$ cat src/rtl/fifo_stream_out_if.sv
// Stream-out bundle: FIFO pop side (empty/read/rd_data), flush, and the
// downstream valid/ready stream. master = drain stage, slave = its environment.
interface fifo_stream_out_if #(
  parameter int DATA_WIDTH = 8
);
  logic                  empty;
  logic                  read;
  logic [DATA_WIDTH-1:0] rd_data;
  logic                  flush;
  logic [DATA_WIDTH-1:0] out_data;
  logic                  out_valid;
  logic                  out_ready;

  modport master (
    input  empty, rd_data, flush, out_ready,
    output read, out_data, out_valid
  );

  modport slave (
    output empty, rd_data, flush, out_ready,
    input  read, out_data, out_valid
  );
endinterface

$ cat src/rtl/fifo_stream_out.sv
// Read-side drain stage: pops the FIFO, absorbs RAM read latency in a skid
// buffer and presents words on a lossless, ordered valid/ready stream.
module fifo_stream_out #(
  parameter int DATA_WIDTH   = 8,
  parameter int READ_LATENCY = 2,
  parameter int BUF_DEPTH    = READ_LATENCY + 1
) (
  input  logic                  clk,
  input  logic                  reset,
  fifo_stream_out_if.master     bus,
  output logic                  idle
);
  localparam int CW = $clog2(BUF_DEPTH + 1);
  localparam int PW = (BUF_DEPTH > 1) ? $clog2(BUF_DEPTH) : 1;
  localparam int SW = CW + 1;

  typedef enum logic {IDLE, ACTIVE} state_t;

  logic [DATA_WIDTH-1:0]   skid_q [BUF_DEPTH];
  logic [DATA_WIDTH-1:0]   skid_d [BUF_DEPTH];
  logic [PW-1:0]           head_q, head_d, tail_q, tail_d;
  logic [CW-1:0]           count_q, count_d;
  logic [READ_LATENCY-1:0] pend_q, pend_d;
  state_t                  state_q, state_d;

  logic          valid, pop, rd, cap, clr;
  logic [SW-1:0] inflight, occ;

  function automatic logic [PW-1:0] nxt(input logic [PW-1:0] p);
    return (p == PW'(BUF_DEPTH - 1)) ? '0 : p + 1'b1;
  endfunction

  assign valid         = (count_q != '0);
  assign pop           = valid & bus.out_ready;
  assign clr           = reset | bus.flush;
  assign bus.out_valid = valid;
  assign bus.out_data  = skid_q[head_q];
  assign bus.read      = rd;
  assign idle          = (state_q == IDLE);

  // Issue credit counts the word leaving this cycle, so out_ready reaches read.
  always_comb begin
    inflight = '0;
    for (int i = 0; i < READ_LATENCY; i++) inflight = inflight + SW'(pend_q[i]);
    occ = {1'b0, count_q} + inflight - SW'(pop);
    rd  = !clr && !bus.empty && (occ < SW'(BUF_DEPTH));
  end

  always_comb begin
    skid_d  = skid_q;
    head_d  = head_q;
    tail_d  = tail_q;
    cap     = pend_q[READ_LATENCY-1] & ~clr;
    pend_d  = '0;
    pend_d[0] = rd;
    for (int i = 1; i < READ_LATENCY; i++) pend_d[i] = pend_q[i-1];
    if (cap) begin
      skid_d[tail_q] = bus.rd_data;
      tail_d         = nxt(tail_q);
    end
    if (pop) head_d = nxt(head_q);
    count_d = count_q + CW'(cap) - CW'(pop);
    if (clr) begin
      head_d  = '0;
      tail_d  = '0;
      count_d = '0;
      pend_d  = '0;
    end
    if (reset) begin
      for (int i = 0; i < BUF_DEPTH; i++) skid_d[i] = '0;
    end
  end

  // Debug-only activity tracker; the datapath never looks at it.
  always_comb begin
    state_d = state_q;
    case (state_q)
      IDLE:    if (rd) state_d = ACTIVE;
      ACTIVE:  if (count_d == '0 && pend_d == '0) state_d = IDLE;
      default: state_d = IDLE;
    endcase
    if (clr) state_d = IDLE;
  end

  always_ff @(posedge clk) begin
    skid_q  <= skid_d;
    head_q  <= head_d;
    tail_q  <= tail_d;
    count_q <= count_d;
    pend_q  <= pend_d;
    state_q <= state_d;
  end
endmodule

$ cat src/flat_wrapper.sv
// flat-port wrapper written by rule: the top's interface ports become plain ports
module fifo_stream_out_flat 
#(
  parameter int DATA_WIDTH   = 8,
  parameter int READ_LATENCY = 2,
  parameter int BUF_DEPTH    = READ_LATENCY + 1
)
  (clk, reset, idle, bus_empty, bus_rd_data, bus_flush, bus_out_ready, bus_read, bus_out_data, bus_out_valid);
  fifo_stream_out_if #(.DATA_WIDTH(DATA_WIDTH)) bus_i ();
  input  logic clk;
  input  logic reset;
  output logic idle;
  input wire logic [$bits(bus_i.empty)-1:0] bus_empty;
  input wire logic [$bits(bus_i.rd_data)-1:0] bus_rd_data;
  input wire logic [$bits(bus_i.flush)-1:0] bus_flush;
  input wire logic [$bits(bus_i.out_ready)-1:0] bus_out_ready;
  output wire logic [$bits(bus_i.read)-1:0] bus_read;
  output wire logic [$bits(bus_i.out_data)-1:0] bus_out_data;
  output wire logic [$bits(bus_i.out_valid)-1:0] bus_out_valid;
  assign bus_i.empty = bus_empty;
  assign bus_i.rd_data = bus_rd_data;
  assign bus_i.flush = bus_flush;
  assign bus_i.out_ready = bus_out_ready;
  assign bus_read = bus_i.read;
  assign bus_out_data = bus_i.out_data;
  assign bus_out_valid = bus_i.out_valid;
  fifo_stream_out #(.DATA_WIDTH(DATA_WIDTH), .READ_LATENCY(READ_LATENCY), .BUF_DEPTH(BUF_DEPTH)) u_core (.clk(clk), .reset(reset), .bus(bus_i), .idle(idle));
endmodule
$ cat config.mk
export PLATFORM = sky130hd
export DESIGN_NAME = fifo_stream_out_flat
export DESIGN_NICKNAME = d
export VERILOG_FILES = /design/src/rtl/fifo_stream_out_if.sv /design/src/rtl/fifo_stream_out.sv /design/src/flat_wrapper.sv
export SDC_FILE = /design/constraint.sdc
export NUM_CORES = 1
export LEC_CHECK = 0
export ABC_AREA = 1
export BUFFER_PORTS_ARGS = -buffer_cell sky130_fd_sc_hd__clkbuf_2
export CORE_MARGIN = 10
export CORE_UTILIZATION = 59
export DETAILED_ROUTE_END_ITERATION = 10
export PLACE_DENSITY = 0.83
export SETUP_SLACK_MARGIN = 0.1
export SLEW_MARGIN = 20
export SYNTH_ARGS = -nofsm -noshare
export SYNTH_HDL_FRONTEND = slang
export SYNTH_SLANG_ARGS = --single-unit
$ cat constraint.sdc
create_clock -name clk -period 5.15 [get_ports clk]
set_input_delay 0 -clock clk [delete_from_list [all_inputs] [get_ports clk]]
set_output_delay 0 -clock clk [all_outputs]
set_load 0.01 [all_outputs]
---- Yosys cells after proc, flatten, opt, wreduce, memory -nomap -nowiden ----
Cells that the tools add are included.
word-level totals
  bits in registers ....................... 33
  input bits .............................. 13
cells by class
  add/subtract/negate cells ............... 7
  order comparisons ....................... 4
  eq/ne operators ......................... 2
  multiplexer cells ....................... 13
  bitwise operators ....................... 7
  reduce and logical (&&, ||, !) cells .... 9
operators by type and width
  kind                                                        count
  bitwise mux 24 bit                                          1
  two-way mux 8 bit                                           3
  binary-select mux 8 bit (select 2 bit)                      1
  demux 8 bit (select 2 bit)                                  1
  two-way mux 2 bit                                           4
  >= comparator 3 bit, second input constant                  2
  NOT 2 -> 3 bit                                              2
  adder 2 x 1 -> 2 bit, second input constant                 2
  equality test 2 bit, second input constant                  2
  logical AND 1 bit                                           4
  logical NOT 2 bit                                           2
  adder 2 x 3 -> 3 bit                                        1
  less-than comparator 3 x 1 -> 1 bit, second input constant  1
  less-than comparator 3 x 2 -> 1 bit, second input constant  1
  subtractor 3 x 1 -> 3 bit                                   1
  adder 1 x 1 -> 2 bit                                        1
  adder 2 x 1 -> 2 bit                                        1
  AND 1 bit                                                   2
  logical NOT 1 bit                                           2
  two-way mux 1 bit                                           2
  NOT 1 bit                                                   2
  case mux 1 bit (2 select lines)                             1
  nonzero test 2 bit                                          1
  subtractor 2 x 1 -> 2 bit                                   1
  bitwise OR 1 bit                                            1

---- Logic depth before layout (Yosys ltp) ----
  depth in word-level cells ............... 10
  gate-level depth with buffers ........... 14
  mapped depth without buffers ............ 14

---- Least setup slack after synthesis ----
OpenSTA, ideal clock, no wires.
  kind .................................... reg2reg
  start ................................... register u_core.count_q[1]
  end ..................................... register u_core.state_q
  setup time .............................. 115 ps
  arrival time ............................ 1910 ps
  path slack .............................. 3125 ps
  cell stages (with the launch flop) ...... 14
  buffers on the path ..................... 0
  clock period less this slack ............ 2025 ps
  path through ............................ dfxtp_1 inv_1 nand2_1 nand2_1 inv_1 ha_1 inv_1 ha_1 inv_1 fa_1 o22ai_1 nor2_1 nand3_1 nand2_1
on the way
  longest elaborated chain between the ends .. 10
  elaborated cells on any way between the ends .. 16
ends and longest elaborated chain
  item                                 RTL line               RTL
  start: declaration                   fifo_stream_out.sv:22  logic [CW-1:0] count_q, count_d;
  start signal: assignment             fifo_stream_out.sv:89  count_q <= count_d;
  nonzero test 2 bit (*)               fifo_stream_out.sv:33  assign valid = (count_q != '0);
  via bus_out_valid                    flat_wrapper.sv:19     output wire logic [$bits(bus_i.out_valid)-1:0] bus_out_valid;
  AND 1 bit (*)                        fifo_stream_out.sv:34  assign pop = valid & bus.out_ready;
  via u_core.pop                       fifo_stream_out.sv:26  logic valid, pop, rd, cap, clr;
  subtractor 3 x 1 -> 3 bit            fifo_stream_out.sv:45  occ = {1'b0, count_q} + inflight - SW'(pop);
  less-than comparator 3 x 2 -> 1 bit  fifo_stream_out.sv:46  rd = !clr && !bus.empty && (occ < SW'(BUF_DEPTH));
  logical AND 1 bit                    fifo_stream_out.sv:46
  two-way mux 2 bit                    fifo_stream_out.sv:63  if (clr) begin
  logical NOT 2 bit                    fifo_stream_out.sv:79  ACTIVE: if (count_d == '0 && pend_d == '0) state_d = IDLE;
  logical AND 1 bit                    fifo_stream_out.sv:79
  two-way mux 1 bit                    fifo_stream_out.sv:79
  case mux 1 bit (2 select lines) (*)  fifo_stream_out.sv:77  case (state_q)
  end signal: assignment               fifo_stream_out.sv:91  state_q <= state_d;
  end: declaration                     fifo_stream_out.sv:24  state_t state_q, state_d;
Mark *: on every way through the listed nets, which the timed path passes. The rest lies on a longest branch.
A chain may end at the register's enable or synchronous reset.

---- Final worst setup path ----
  start ................................... register u_core.count_q[1]
  end ..................................... output port bus_read
on the way
  longest elaborated chain between the ends .. 5
  elaborated cells on any way between the ends .. 6
ends and longest elaborated chain
  item                                 RTL line               RTL
  nonzero test 2 bit                   fifo_stream_out.sv:33
  AND 1 bit                            fifo_stream_out.sv:34
  via u_core.pop                       fifo_stream_out.sv:26
  subtractor 3 x 1 -> 3 bit            fifo_stream_out.sv:45
  less-than comparator 3 x 2 -> 1 bit  fifo_stream_out.sv:46
  logical AND 1 bit                    fifo_stream_out.sv:46
  end: declaration                     flat_wrapper.sv:17     output wire logic [$bits(bus_i.read)-1:0] bus_read;
The timed path passes the listed nets, and every way through them passes these cells.

==> results.yml <==
outcome:
  outcome: "complete, but fails checks"
  failed_checks: "hold timing"
place:
  portBuffers: 23
  placed_area_mm2: 0.001654
  dp_hpwl_um: 2384
  gp_congestion: 0.7628
  dp_slack_ns: 3.017
synthesis:
  synth_top_area_cell: "dfxtp_1"
  ys_ff_latch: 33
  synthMuxAreaShare: 0
  synth_nets: 234
  yosys.area_share.simple: 0.3152
  avgSynthCellArea_um2: 7.181
  synth_xor_area_frac: 0
  synth_edf_count: 0
  async_flop_share: 0
  syn-cell-area_mm2: 0.001544
  synth_warnings: 0
  synthFlopType: "dfxtp_1"
  synthCells: 215
  synth_area_leaders: "dfxtp_1 43%, nand2_1 15%, inv_1 7.3%"
  synth.distinct_cells: 20
  seq_area_frac_synth: 0.4279
  yosysTopAreaCellShare: 0.4279
  synthAdderAreaFrac: 0.05348
  synth_top_family_by_area: "simple AND/OR/NAND/NOR gates"
  synth_compound_area_frac: 0.1029
die:
  core_area_mm2: 0.002477
  rows: 18
  dieArea_mm2: 0.005063
  io_pins: 24
  die_h_um: 71.16
  die_w_um: 71.16
  initial_core_util: 0.6232
final_layout:
  regArea_um2: 660.6
  stdcell_area_mm2: 0.001805
  utilization: 0.7288
  drive_gt1_frac: 0.1394
  multi_input_area_um2: 728.2
  finalNetCount: 269
  antenna_cells: 0
  fill_cells: 219
  area_delta_synth_final_pct: 16.94
timing:
  whs_ns: -0.001653
  period_share: 0.4894
  layout_setup_ws_ns: 2.629
  min_period_ns: 2.521
  max_slew_margin: 0.5636
  tightest_slew_ns: 0.6522
  fmax_mhz: 396.7
  rsz0062_at_grt: "no"
  setup_viol: 0
  hold_viol_final: 1
  drv_slew: 0
  tns_ns: 0
  fin_skew_ns: 0.006612
setup_path:
  r2r_slack_ns: 3.03
  crit_required_ns: 5.15
  reg2reg_to: "u_core.state_q"
  crit_arrival_ns: 2.52
  startpoint_type: "register"
  r2r_start: "u_core.count_q[1]"
  ff2ff_path_depth: 13
  endpoint_kind: "output port"
  path_max_fanout: 5
  path_class: "register to output port"
pwr:
  p_seq_frac: 0.604
  ir_drop_mv: 0.2698
  powerDensity_mw_per_mm2: 235.4
  clkPwrFrac: 0.332
  p_comb_frac: 0.063
  switching_power_w: 0.0001043
  p_leak_nw: 0.8672
  p_sw_frac: 0.2453
  power.internal_w: 0.0003208
  design_power_total_w: 0.0004251
min_path:
  hold_path_depth: 3
  worstHoldPathType: "input pin to register"
  hold_path_end: "u_core.tail_q[1]"
  min_from: "bus_flush"
route:
  ant_nets: 0
  drt_iter0_drc: 83
  drc_errors: 0
  firstDrtPassIters: 4
  via_count: 1406
  wl_per_cell_um: 11.74
  vias_per_cell: 5.004
  wl_um: 3300
clocking:
  insertion_delay_ns: 0.34
  cts_setup_buffers: 0
  cts_tree: "done"
  cts_root_buf: "clkbuf_4"
  numCtsBuffers: 5
  cts_sinks: 33
  cts.path.max_buffers: 2
  htree_levels: 2
  clkTransAtPathRegs_ns: 0.10
global_route:
  grt_pass1_wl_um: 5637
  overflow: 0
  antenna_found_initial: 0
  grt_max_degree: 18
  grt.total_usage: 0.1343
  grt_pass1_vias: 1313
run:
  maxCapViolations: 0
-- state kept, by name, summed over array words and instances, names as in the netlist --
signal          count
u_core.skid_q      24
u_core.count_q      2
u_core.head_q       2
u_core.pend_q       2
u_core.tail_q       2
u_core.state_q      1
-- kinds of logic (layout without fill, tap and decap cells) --
group	count (synthesis)	after routing
and+or+nand+nor	110	110
adders and majority gates	6	6
DFF	33	33
AOI/OAI and AO/OA	31	31
buffers and inverters	35	71
-- repair_timing --
| action | CTS | global route |
|---|---|---|
| hold endpoints to repair | 28 | 0 |
| endpoints found under the setup margin | 0 | 0 |
| hold buffers | 10 | 0 |
| resized for setup | 0 | 0 |
-- cell usage in the layout (no fill, tap or decap), drive strengths merged --
master	n
o22ai	1
nor3	1
inv	30
ha	5
dfxtp	33
fa	1
o21ai	10
o21a	1
nand3b	1
dlygate4sd3	10
nand2	62
clkinv	2
nor2	27
nand3	19
a21oi	19
clkbuf	29
-- Yosys cell counts (all sizes together), types with 5 or more instances --
master	instances
a21oi	19
buf	5
dfxtp	33
ha	5
inv	30
nand2	62
nand3	19
nor2	27
o21ai	10
-- through the flow --
step | hold slack (ns) | instances
4_1_cts | 0.0008164 | 281
3_5_place_dp | 0.2671 | 263
3_3_place_gp | 0.2634 | 263
5_1_grt | 0.001703 | 281
2_1_floorplan | 0.1478 | 215
6_report | -0.001653 | 281
-- per-layer routing --
metal / vias up / routed length (um) / GRT usage
met5: - / 0 / 0
met2: 46 / 1543 / 0.2176
li1: 747 / - / -
met1: 605 / 1432 / 0.1537
met4: 0 / 67 / 0.06452
met3: 8 / 256 / 0.04603
-- power groups by stage --
stage | combinational, W | clock (W) | sequential (W)
after global routing | 0.0000304 | 0.000154 | 0.000257
final | 0.0000270 | 0.000141 | 0.000257
after CTS | 0.0000271 | 0.000142 | 0.000257
after global placement | 0.0000206 | 0 | 0.000263
after floorplan | 0.0000128 | 0 | 0.000263
after detailed placement | 0.0000211 | 0 | 0.000263
-- area by class of cell --
class	instances	area share
multi-input cells	147	0.4033
flip-flops and latches	33	0.3659
repair buffers	33	0.1192
inverters	30	0.06237
clock buffers	6	0.02287
well taps	30	0.02079
clock inverters	2	0.005544
-- critical path: stages (launching register included) --
cell and delay (ns):
dfxtp_1 0.33, inv_1 0.11, nand2_1 0.08, nand2_1 0.12, inv_1 0.06, ha_1 0.28, inv_1 0.07, ha_1 0.14
inv_1 0.04, fa_1 0.48, o22ai_1 0.06, nor2_1 0.09, nand3_1 0.11, inv_1 0.07, clkbuf_2 0.12
-- worst max path at each step --
stage                           start              to  slack (ns)  cells past startpoint
floorplan           u_core.count_q[1]  u_core.state_q        3.12                     13
global placement    u_core.count_q[1]        bus_read        3.06                     14
detailed placement  u_core.count_q[1]        bus_read        3.02                     14
CTS                 u_core.count_q[1]        bus_read        2.62                     14
global route        u_core.count_q[1]        bus_read        2.38                     14
finish              u_core.count_q[1]        bus_read        2.63                     14
Power figures use the tool's default switching activity.
